File: src/rtl/ysyx_22041211_lsu_hs.sv
// Load/store unit with valid/ready handshakes on the EXU, memory and WB sides.
// One op in flight; it is captured in IDLE, issues one bus request if needed, and waits in DONE for WB.
module ysyx_22041211_lsu_hs #(
  parameter int DATA_LEN = 32,
  parameter int ADDR_LEN = 32,
  parameter int STRB_LEN = DATA_LEN / 8
) (
  input  logic                clk,
  input  logic                rst,
  input  logic                exu_valid_i,
  output logic                lsu_ready_o,
  input  logic                wd_i,
  input  logic [4:0]          wreg_i,
  input  logic [DATA_LEN-1:0] alu_result_i,
  input  logic [DATA_LEN-1:0] mem_wdata_i,
  input  logic [2:0]          load_type_i,
  input  logic [2:0]          store_type_i,
  input  logic [DATA_LEN-1:0] csr_wdata_i,
  output logic                mem_req_valid_o,
  input  logic                mem_req_ready_i,
  output logic                mem_req_wen_o,
  output logic [ADDR_LEN-1:0] mem_req_addr_o,
  output logic [DATA_LEN-1:0] mem_req_wdata_o,
  output logic [STRB_LEN-1:0] mem_req_wstrb_o,
  input  logic                mem_rsp_valid_i,
  input  logic [DATA_LEN-1:0] mem_rsp_rdata_i,
  input  logic                mem_rsp_err_i,
  output logic                lsu_valid_o,
  input  logic                wb_ready_i,
  output logic                wd_o,
  output logic [4:0]          wreg_o,
  output logic [DATA_LEN-1:0] wdata_o,
  output logic [DATA_LEN-1:0] csr_wdata_o,
  output logic                lsu_exc_o,
  output logic [1:0]          lsu_exc_cause_o
);
  localparam int OFF_W = $clog2(STRB_LEN);

  typedef enum logic [1:0] {S_IDLE, S_REQ, S_RESP, S_DONE} state_e;

  state_e              state_q;
  logic                req_valid_q, req_wen_q, lsu_valid_q;
  logic [ADDR_LEN-1:0] req_addr_q;
  logic [DATA_LEN-1:0] req_wdata_q;
  logic [STRB_LEN-1:0] req_wstrb_q;
  logic                wd_cap_q, wd_q, exc_q;
  logic [4:0]          wreg_q;
  logic [2:0]          ld_type_q;
  logic [OFF_W-1:0]    off_q;
  logic [DATA_LEN-1:0] alu_q, wdata_q, csr_q;
  logic [1:0]          cause_q;

  logic                is_load_d, is_store_d, aligned_d;
  logic [1:0]          size_d;
  logic [ADDR_LEN-1:0] addr_d, req_addr_d;
  logic [OFF_W-1:0]    off_d;
  logic [7:0]          mask8_d;
  logic [STRB_LEN-1:0] wstrb_d;
  logic [DATA_LEN-1:0] req_wdata_d, rsp_shift_d;

  // Sign- or zero-extend the lane-aligned read data according to the load type.
  function automatic logic [DATA_LEN-1:0] load_ext(input logic [2:0] lt,
                                                   input logic [DATA_LEN-1:0] raw);
    logic [DATA_LEN-1:0] r;
    case (lt)
      3'd1:    r = DATA_LEN'($signed(raw[7:0]));
      3'd2:    r = DATA_LEN'($signed(raw[15:0]));
      3'd3:    r = DATA_LEN'($signed(raw[31:0]));
      3'd4:    r = DATA_LEN'(raw[7:0]);
      3'd5:    r = DATA_LEN'(raw[15:0]);
      3'd6:    r = DATA_LEN'(raw[31:0]);
      default: r = raw;
    endcase
    return r;
  endfunction

  // Decode of the incoming op, only consumed on the capture edge.
  always_comb begin
    is_load_d  = 1'b0;
    is_store_d = 1'b0;
    size_d     = 2'd0;
    case (load_type_i)
      3'd1, 3'd4: begin is_load_d = 1'b1; size_d = 2'd0; end
      3'd2, 3'd5: begin is_load_d = 1'b1; size_d = 2'd1; end
      3'd3:       begin is_load_d = 1'b1; size_d = 2'd2; end
      3'd6:       begin is_load_d = (DATA_LEN == 64); size_d = 2'd2; end
      3'd7:       begin is_load_d = (DATA_LEN == 64); size_d = 2'd3; end
      default: ;
    endcase
    if (!is_load_d) begin
      case (store_type_i)
        3'd1:    begin is_store_d = 1'b1; size_d = 2'd0; end
        3'd2:    begin is_store_d = 1'b1; size_d = 2'd1; end
        3'd3:    begin is_store_d = 1'b1; size_d = 2'd2; end
        3'd4:    begin is_store_d = (DATA_LEN == 64); size_d = 2'd3; end
        default: size_d = 2'd0;
      endcase
    end
    addr_d     = ADDR_LEN'(alu_result_i);
    off_d      = addr_d[OFF_W-1:0];
    req_addr_d = {addr_d[ADDR_LEN-1:OFF_W], {OFF_W{1'b0}}};
    case (size_d)
      2'd0:    begin aligned_d = 1'b1;                  mask8_d = 8'h01; end
      2'd1:    begin aligned_d = ~addr_d[0];            mask8_d = 8'h03; end
      2'd2:    begin aligned_d = (addr_d[1:0] == 2'b00); mask8_d = 8'h0F; end
      default: begin aligned_d = (addr_d[2:0] == 3'b000); mask8_d = 8'hFF; end
    endcase
    wstrb_d     = is_store_d ? (mask8_d[STRB_LEN-1:0] << off_d) : '0;
    req_wdata_d = mem_wdata_i << {off_d, 3'b000};
  end

  assign rsp_shift_d = mem_rsp_rdata_i >> {off_q, 3'b000};

  always_ff @(posedge clk or negedge rst) begin
    if (!rst) begin
      state_q     <= S_IDLE;
      req_valid_q <= 1'b0;
      req_wen_q   <= 1'b0;
      req_addr_q  <= '0;
      req_wdata_q <= '0;
      req_wstrb_q <= '0;
      lsu_valid_q <= 1'b0;
      wd_cap_q    <= 1'b0;
      wd_q        <= 1'b0;
      wreg_q      <= '0;
      ld_type_q   <= '0;
      off_q       <= '0;
      alu_q       <= '0;
      wdata_q     <= '0;
      csr_q       <= '0;
      exc_q       <= 1'b0;
      cause_q     <= 2'd0;
    end else begin
      case (state_q)
        S_IDLE: if (exu_valid_i) begin
          wd_cap_q    <= wd_i;
          wreg_q      <= wreg_i;
          csr_q       <= csr_wdata_i;
          alu_q       <= alu_result_i;
          ld_type_q   <= load_type_i;
          off_q       <= off_d;
          req_wen_q   <= is_store_d;
          req_addr_q  <= req_addr_d;
          req_wdata_q <= req_wdata_d;
          req_wstrb_q <= wstrb_d;
          if ((is_load_d || is_store_d) && aligned_d) begin
            state_q     <= S_REQ;
            req_valid_q <= 1'b1;
            wd_q        <= 1'b0;
            exc_q       <= 1'b0;
            cause_q     <= 2'd0;
          end else begin
            // Passthrough and misaligned ops skip the bus entirely.
            state_q     <= S_DONE;
            lsu_valid_q <= 1'b1;
            wdata_q     <= alu_result_i;
            if (is_load_d || is_store_d) begin
              wd_q    <= 1'b0;
              exc_q   <= 1'b1;
              cause_q <= is_load_d ? 2'd1 : 2'd2;
            end else begin
              wd_q    <= wd_i;
              exc_q   <= 1'b0;
              cause_q <= 2'd0;
            end
          end
        end
        S_REQ: if (mem_req_ready_i) begin
          req_valid_q <= 1'b0;
          state_q     <= S_RESP;
        end
        S_RESP: if (mem_rsp_valid_i) begin
          state_q     <= S_DONE;
          lsu_valid_q <= 1'b1;
          wdata_q     <= req_wen_q ? alu_q : load_ext(ld_type_q, rsp_shift_d);
          wd_q        <= wd_cap_q & ~req_wen_q & ~mem_rsp_err_i;
          exc_q       <= mem_rsp_err_i;
          cause_q     <= mem_rsp_err_i ? 2'd3 : 2'd0;
        end
        S_DONE: if (wb_ready_i) begin
          lsu_valid_q <= 1'b0;
          state_q     <= S_IDLE;
        end
        default: state_q <= S_IDLE;
      endcase
    end
  end

  assign lsu_ready_o     = (state_q == S_IDLE);
  assign mem_req_valid_o = req_valid_q;
  assign mem_req_wen_o   = req_wen_q;
  assign mem_req_addr_o  = req_addr_q;
  assign mem_req_wdata_o = req_wdata_q;
  assign mem_req_wstrb_o = req_wstrb_q;
  assign lsu_valid_o     = lsu_valid_q;
  assign wd_o            = wd_q;
  assign wreg_o          = wreg_q;
  assign wdata_o         = wdata_q;
  assign csr_wdata_o     = csr_q;
  assign lsu_exc_o       = exc_q;
  assign lsu_exc_cause_o = cause_q;

endmodule
File: config.mk
export PLATFORM = sky130hd
export DESIGN_NAME = ysyx_22041211_lsu_hs
export DESIGN_NICKNAME = d
export VERILOG_FILES = /design/src/rtl/ysyx_22041211_lsu_hs.sv
export SDC_FILE = /design/constraint.sdc
export NUM_CORES = 1
export LEC_CHECK = 0
export CORE_MARGIN = 2
export CORE_UTILIZATION = 49
export DETAILED_ROUTE_END_ITERATION = 8
export GPL_TIMING_DRIVEN = 0
export HOLD_SLACK_MARGIN = 0.15
export PLACE_DENSITY = 0.87
export SLEW_MARGIN = 10
export SYNTH_ARGS = -nofsm -noshare
export SYNTH_HDL_FRONTEND = slang
export SYNTH_SLANG_ARGS = --single-unit
File: constraint.sdc
create_clock -name clk -period 4.3 [get_ports clk]
set_input_delay 0.86 -clock clk [delete_from_list [all_inputs] [get_ports clk]]
set_output_delay 0.86 -clock clk [all_outputs]
set_load 0.03 [all_outputs]
* After elaboration in Yosys (flattened, before gate mapping) *
Cells that the tools add are included.

storage, ports and cells
  flip-flop bits (word level) = 182

cells by class
  equality and inequality tests = 26
  shift-type cells = 3
  multiplexer cells = 47
  bitwise gates (word level) = 5
  reductions and logical operators = 19

operator list
  operator                                             count
  two-way mux 32 bit                                   4
  one-hot mux 32 bit (4 select lines)                  1
  one-hot mux 32 bit (2 select lines)                  1
  << shifter 32 x 5 -> 32 bit                          1
  >> shifter 32 x 5 -> 32 bit                          1
  two-way mux 2 bit                                    12
  equality test 3 bit, second input constant           7
  two-way mux 1 bit                                    18
  equality test 3 x 2 -> 1 bit, second input constant  5
  one-hot mux 2 bit (3 select lines)                   2
  one-hot mux 4 bit (3 select lines)                   1
  AND reduction 4 bit                                  3
  != test 2 bit, second input constant                 5
  equality test 3 x 1 -> 1 bit, second input constant  3
  one-hot mux 2 bit (4 select lines)                   1
  equality test 2 bit, second input constant           3
  zero test 2 bit                                      3
  one-hot mux 1 bit (2 select lines)                   3
  one-hot mux 1 bit (3 select lines)                   2
  AND reduction 5 bit                                  1
  OR reduction 5 bit                                   1
  equality test 2 x 1 -> 1 bit, second input constant  2
  two-way mux 4 bit                                    1
  one-hot mux 2 bit (2 select lines)                   1
  13 further kinds                                     18

* Longest topological paths before layout *
Gate-level depths: netlist of the first run.

  depth after elaboration = 10
  gate-level depth with buffers = 9
  depth with buffers taken out = 8

* Least setup slack after synthesis of the first run *
OpenSTA, ideal clock, no wires.

  kind = in2reg
  from = in load_type_i[0]
  to = reg wdata_q[10] (netlist: wdata_o[10])
  setup time = 0.125 ns
  arrival = 2.568 ns
  required time = 4.175 ns
  slack = 1.607 ns
  stages on the path = 8
  path through = buf_6 -> nor3_1 -> o22ai_2 -> a221oi_2 -> a2111oi_4 -> nor2_8 -> buf_12 -> mux2_4

between the ends
  word-level cells in the longest chain between the ends = 9
  elaborated cells between the ends (all ways) = 22

ends and longest elaborated chain
  item                                                                     RTL line  RTL
  start: declaration                                                       16        input logic [2:0] load_type_i,
  equality test 3 bit, or another cell as far along                        82        case (load_type_i)
  OR reduction 2 bit (no source line), or another cell as far along        --
  one-hot mux 2 bit (3 select lines) or two-way mux 1 bit (tied branches)  82
  two-way mux 2 bit                                                        90        if (!is_load_d) begin
  equality test 2 bit, or another cell as far along                        102       case (size_d)
  one-hot mux 1 bit (3 select lines)                                       102
  logical AND 1 bit *                                                      146       if ((is_load_d || is_store_d) && aligned_d) begin
  != test 2 bit (no source line) *                                         --
  AND reduction 4 bit (no source line) *                                   --
  end signal: assignment                                                   156       wdata_q <= alu_result_i;
  end signal: assignment                                                   175       wdata_q <= req_wen_q ? alu_q : load_ext(ld_type_q, rsp_shift_d);
  end: declaration                                                         50        logic [DATA_LEN-1:0] alu_q, wdata_q, csr_q;

Every way passes the cells marked *; elsewhere a longest branch is shown, timed or not.
A chain may end at the register's enable or synchronous reset.

* Worst setup path in the final report of the first run *
  from = in load_type_i[2]
  to = reg wdata_q[17] (netlist: wdata_o[17])

Same word-level chain as after synthesis.

==> results of run 1 <==
[Yosys cell counts (all sizes together) (2+ instances only)]
cell	instances	area (um2)
a211o	8	70.1
xor2	3	26.3
dfrtp	150	3750
o311ai	2	17.5
nor3	5	25.0
a211oi	19	143
mux2	116	1420
nand2	56	210
o21ai	54	270
nor2b	16	100
a21boi	3	26.3
o22ai	18	119
nand2b	3	21.3
a22o	9	78.8
or2	2	12.5
buf	45	364
inv	17	63.8
nand3b	4	30.0
ha	4	50.1
mux2i	27	270
a31oi	2	12.5
nand3	3	15.0
nor2	33	140
a21oi	64	324
o211ai	2	15.0
clkbuf	37	159
[registers in the layout, indices dropped and copies added, names as in the netlist]
| register | count |
|---|---|
| alu_q | 31 |
| csr_wdata_o | 32 |
| ld_type_q | 3 |
| lsu_exc_cause_o | 2 |
| lsu_exc_o | 1 |
| lsu_valid_o | 1 |
| mem_req_valid_o | 1 |
| mem_req_wdata_o | 32 |
| mem_req_wen_o | 1 |
| mem_req_wstrb_o | 4 |
| off_q | 1 |
| state_q | 2 |
| wd_cap_q | 1 |
| wd_o | 1 |
| wdata_o | 32 |
| wreg_o | 5 |
[kinds of logic (layout without fill, tap and decap cells)]
family,count (synthesis),count (layout)
compound gates,192,192
xor+xnor,4,4
fa+ha+maj,4,4
buf+inv,100,417
flops,150,150
mux,144,144
other cells,1,3
simple gates,129,129
[layer usage]
layer	share of wire, %	vias up	routed length [um]	GRT usage, %
li1	-	3171	-	-
met1	42	3431	10400	37.0
met2	48	313	12000	47.4
met3	6.2	63	1540	5.94
met4	3.7	0	924	13.3
met5	0	-	0	0
[power by group]
part	total, mW	switching (mW)	internal [mW]
sequential	2.54	0.420	2.12
combinational	6.00	3.19	2.82
clock	1.59	0.578	1.01
[area by class of cell]
cell class,instances,area (um2)
antenna,1,2.50
clock inverter,8,146
tap,216,270
inverter,17,63.8
clock buffer,22,474
timing repair buffer,287,2900
multi-input combinational,475,3610
fill,1140,4140
buffer,83,532
sequential,150,3750
[final timing paths]
kind                                     start                  end  slack (ns)  cells past startpoint
min                                        rst   mem_req_wdata_o[2]        0.32                      1
max                             load_type_i[2]          wdata_o[17]        1.35                      9
min in group clk           mem_req_wdata_o[19]  mem_req_wdata_o[19]        0.48                      2
max reg2reg                         state_q[0]             alu_q[6]        1.68                      6
min reg2reg                mem_req_wdata_o[19]  mem_req_wdata_o[19]        0.48                      2
max in group asynchronous                  rst  mem_req_wdata_o[10]        3.09                      2
[worst max-delay path, stage by stage]
cell and delay (ns):
clkdlybuf4s50_1 0.51, buf_4 0.18, nor2_1 0.05, o22ai_1 0.20
a21boi_1 0.17, a2111oi_4 0.67, nor2_8 0.10, buf_12 0.19
mux2_4 0.30
[metrics by stage]
step	cells	setup TNS, ns
after floorplan	725	0
after global placement	1227	-579.32
after detailed placement	1228	0
after CTS	1258	0
after global routing	1259	0
final	1259	0
==> summary.md, run 1 <==
| Metric | Value |
|---|---|
| WL/cell | `19.8 um` |
| Period utilization | `between 60% and 70%` |
| Commonest cells after routing, fill and taps aside | `285 x clkdlybuf4s50_1, 150 x dfrtp_1, 86 x mux2_2, 63 x a21oi_1, 56 x nand2_1` |
| Area Growth Syn to Fin | `47.8%` |
| Fin. max-slew vios | `0` |
| EDFF count, synth | `0` |
| RSZ-0062 raised after global routing | `false` |
| Synthesized flop and latch total | `150` |
| Post-Synth XOR/XNOR Area | `0.441%` |
| CP Capture Type | `flop` |
| Gr usage total | `between 20% and 30%` |
| Post-synthesis instance total | `~720` |
| Max Freq | `about 340 MHz` |
| Resize count post-CTS | `0` |
| Async SR Flop Fraction | `100%` |
| Mux share of post-synthesis cell area | `around 22%` |
| Seq/Total Area, Yosys | `between 40 and 50%` |
| Post-cts hold buffer count | `0` |
| Synth unique cells | `slightly above 60` |
| Cell Pwr Density | `between 800 and 900 nW/um2` |
| Final hold vios | `0` |
| Pwr Total | `just over 10 mW` |
| Share of layout cells above drive strength 1 | `19.4%` |
| DIE AREA | `between 15000 and 20000 um2` |
| Worst-case clock buffer depth | `2` |
| Hold Path Class | `input pin to async pin` |
| DP Area | `around 11000 um2` |
| Skew final | `0.00945 ns` |
| Fin crit period | `roughly 3.0 ns` |
| CTS tree | `done` |
| Die Y | `131 um` |
| Avg Inst Size Synth | `between 10 and 15 um2` |
| Die Width | `131 um` |
| Row count | `46` |
| Design area | `approximately 12000 um2` |
| First-pass GRT wire length | `39.0 mm` |
| Worst Setup Start Kind | `input pin` |
| Vias in the first global route | `7123` |
| Status | `finished clean` |
| Final setup viols | `0` |
| Initial antenna violation count | `1` |
| DR vias | `about 7k` |
| Post-route core utilization | `roughly 74%` |
| Ports | `approximately 290` |
| Post-synthesis simple-gate area fraction | `7.62%` |
| Post-CTS Repair Setup Buffers | `0` |
| Yosys synthesis warning count | `0` |
| Final ANT Viol Nets | `0` |
| # clock sinks | `150` |
| Post-Route WL | `24.9 mm` |
| Via density | `between 5 and 6` |
| Largest net degree at the start of global routing | `110` |
| Total CTS buffers | `17` |
| Max-cap violations | `0` |
| Top FF cell, synth | `dfrtp_1` |
| Required @ worst endpoint | `between 4 and 5 ns` |
| Critical path arrival | `~3.3 ns` |
| Slack of the critical path | `between 1 and 1.5 ns` |
| Final RePlAce weighted congestion | `roughly 0.93` |
| # DRC | `0` |
| Actual slew at the worst max-slew pin | `a little under 1 ns` |
| Drt pass-1 iters | `5` |
| # nets final | `roughly 1.2k` |
| CORE AREA | `15900 um2` |
| Initial Util | `about half` |
| Detailed placement HPWL | `between 15 and 20 mm` |
| CP max FO | `10` |
| Post-place setup slack | `between 0.9 and 1 ns` |
| Post-synthesis compound-gate area fraction | `between 15 and 20%` |
| Leak pwr | `slightly above 5 nW` |
| Post-Synth Adder-Cell Area | `less than 1%` |
| Drt initial violations | `roughly 430` |
| Max IR drop VDD | `roughly 0.00048 V` |
| Most common cell after layout, fill and taps aside | `clkdlybuf4s50_1` |
| Clk_lat worst skew | `0.42 ns` |
| Grt ovf | `0` |
| Clk slew on worst S/H paths | `0.06 ns` |
| Synthesized cell area | `about 7900 um2` |
| H-tree level count | `4` |
| Slew HR | `34.4%` |
| Largest family of logic cells by synthesized area | `multiplexers` |
| Buffers on Ports | `roughly 290` |
| Root Buffer | `clkbuf_16` |
| Setup CP Type | `input pin to flop` |
| WHS | `roughly 0.32 ns` |
No activity file was read; power rests on OpenSTA's default activity.
==> run 2, diff against run 1 <==
- CORE_UTILIZATION: 49 -> 45
- PLACE_DENSITY: 0.87 -> 0.81
- clock period: 4.3 -> 2.9 ns (I/O delays scaled with it)
==> run 2 against run 1 <==
Net effect: setup slack worse by 1.1 ns; sequential share of layout area up 0.085 points; flip-flop and latch count unchanged; critical path type unchanged; count of clock-buffer cells in the layout shrank 5; combinational power is 49% higher; largest power group unchanged; routed wire length is 0.88% higher; critical endpoint is now mem_req_wdata_o[22]; final cell count up 0.87%.
==> summary.md, run 2 (synthesized netlist as in run 1, its figures left out) <==
| Metric | Value |
|---|---|
| # nets final | `1183` |
| Fin crit period | `about 2.7 ns` |
| R2r worst-path depth | `6` |
| Total CTS buffers | `17` |
| CP Capture Type | `flop` |
| Slew HR | `around a third` |
| DP Area | `11100 um2` |
| Via density | `5.45` |
| Worst Setup Start Kind | `input pin` |
| Slowest cell on crit path | `clkdlybuf4s50_1` |
| Buffers on Ports | `286` |
| Hold Crit Start | `load_type_i[0]` |
| DR vias | `6921` |
| CP Cell Sequence | `clkdlybuf4s50_1, clkbuf_1, buf_1, mux2i_1, nor2_1, a21oi_1, o21ai_0` |
| Design area | `around 12000 um2` |
| Cell Pwr Density | `between 1000 and 1500 nW/um2` |
| Clk_lat worst skew | `between 0.4 and 0.5 ns` |
| Drt initial violations | `between 300 and 400` |
| CTS tree | `done` |
| Root Buffer | `clkbuf_16` |
| R2R setup slack | `approximately 0.31 ns` |
| Final ANT Viol Nets | `0` |
| Kind of cell adding the most delay to the critical path | `buffers and inverters` |
| Max Freq | `approximately 370 MHz` |
| Die Width | `between 100 and 150 um` |
| Status | `finished clean` |
| Reg-to-reg startpoint | `state_q[0]` |
| First-pass GRT wire length | `roughly 37 mm` |
| DIE AREA | `18700 um2` |
| Area Growth Syn to Fin | `47.4%` |
| Hold Path Class | `input pin to flop` |
| Required @ worst endpoint | `~3.2 ns` |
| Most common cell after layout, fill and taps aside | `clkdlybuf4s50_1` |
| Skew final | `between 0.005 and 0.006 ns` |
| # clock sinks | `150` |
| Initial antenna violation count | `0` |
| Setup CP Type | `input pin to flop` |
| Worst Hold End | `ld_type_q[0]` |
| R2r endpoint | `alu_q[3]` |
| Final RePlAce weighted congestion | `approximately 0.9` |
| RSZ-0062 raised after global routing | `false` |
| Detailed placement HPWL | `roughly 19 mm` |
| Worst Hold Depth | `2` |
| H-tree level count | `4` |
| Row count | `between 40 and 50` |
| WL/cell | `between 15 and 20 um` |
| Leak pwr | `between 4 and 5 nW` |
| Critical path arrival | `~3 ns` |
| Worst-case clock buffer depth | `2` |
| Initial Util | `between 40% and 50%` |
| Max IR drop VDD | `roughly 0.00083 V` |
| Post-Route WL | `between 20 and 30 mm` |
| Clk slew on worst S/H paths | `0.07 ns` |
| Vias in the first global route | `between 6k and 7k` |
| Worst path max stage delay | `roughly 0.60 ns` |
| # DRC | `0` |
| Post-CTS Repair Setup Buffers | `0` |
| Period utilization | `just over 90%` |
| Final setup viols | `0` |
| Actual slew at the worst max-slew pin | `a little over 1 ns` |
| Antenna diodes | `0` |
| Share of layout cells above drive strength 1 | `between 10% and 20%` |
| Drt pass-1 iters | `5` |
| Final hold vios | `0` |
| CORE AREA | `between 15000 and 20000 um2` |
| Max-cap violations | `0` |
| CP max FO | `10` |
| Buf+Inv Stages, Crit Path | `3` |
| Filler cell count | `about 1.4k` |
| Commonest cells after routing, fill and taps aside | `285 x clkdlybuf4s50_1, 150 x dfrtp_1, 86 x mux2_2, 63 x a21oi_1, 56 x nand2_1` |
| WHS | `~0.46 ns` |
| Fin. max-slew vios | `0` |
| Resize count post-CTS | `0` |
| Grt ovf | `0` |
| Largest net degree at the start of global routing | `a little under 80` |
| Ports | `about 290` |
| Die Y | `137 um` |
| Gr usage total | `roughly a quarter` |
run 2: cell count changes in the layout (fill, tap and decap cells not counted):
| cell | previous run | this run |
|---|---|---|
| clkinv_4 | 0 | 1 |
| clkbuf_8 | 5 | 2 |
| inv_8 | 0 | 2 |
| bufinv_16 | 4 | 1 |
| diode_2 | 1 | 0 |
| clkinvlp_4 | 1 | 4 |
| inv_6 | 1 | 5 |
| clkbuf_1 | 37 | 35 |
| dlygate4sd3_1 | 0 | 1 |
run 2: how the worst max path moves through the flow:
stage / from / to / slack (ns) / depth (start not counted)
floorplan: load_type_i[0] / wdata_o[10] / 0.49 / 8
global placement: rst / csr_wdata_o[9] / -5.03 / 1
detailed placement: load_type_i[2] / wdata_o[17] / -0.21 / 9
CTS: state_q[0] / wdata_o[27] / 0.18 / 7
global route: load_type_i[2] / wdata_o[30] / 0.09 / 9
finish: alu_result_i[0] / mem_req_wdata_o[22] / 0.20 / 7
run 2: cell type report:
cell class | count | area, um2 | share of cell area, %
sequential | 150 | 3750 | 32.0
multi-input combinational | 475 | 3610 | 30.8
timing repair buffer | 288 | 2910 | 24.8
buffer | 83 | 532 | 4.54
clock buffer | 17 | 425 | 3.63
tap | 225 | 282 | 2.40
clock inverter | 15 | 145 | 1.24
inverter | 17 | 63.8 | 0.545
run 2: per-layer routing:
metal | share of wire [%] | track usage, %
met1 | 42 | 35.6
met2 | 48 | 42.1
met3 | 5.9 | 4.81
met4 | 3.5 | 10.5
met5 | 0 | 0
run 2: worst reg2reg max path: stages (launching register included):
cell	delay, ns
dfrtp_1	0.39
inv_1	0.09
ha_1	0.30
nand2_1	0.16
clkbuf_1	0.47
clkbuf_1	0.64
mux2_2	0.42
run 2: what timing repair did:
item	4_1_cts	5_1_grt
hold endpoints to repair	28	0
hold buffers	1	0
endpoints found under the setup margin	0	0
run 2: where the power goes:
| group | total, mW | switching [mW] | internal, mW |
|---|---|---|---|
| sequential | 3.76 | 0.622 | 3.13 |
| clock | 2.18 | 0.976 | 1.20 |
| combinational | 8.95 | 4.77 | 4.18 |
| total | 14.9 | 6.37 | 8.51 |
run 2: metrics by stage:
step	setup slack (ns)	power (mW)	TNS, ns	std cells	util (%)
2_1_floorplan	0.487	9.40	0	725	-
4_1_cts	0.185	14.9	0	1270	67.7
3_5_place_dp	-0.214	12.7	-7.31	1237	64.3
5_1_grt	0.0940	15.6	0	1270	67.7
6_report	0.200	14.9	0	1270	67.7
3_3_place_gp	-5.03	12.5	-758.97	1236	64.2
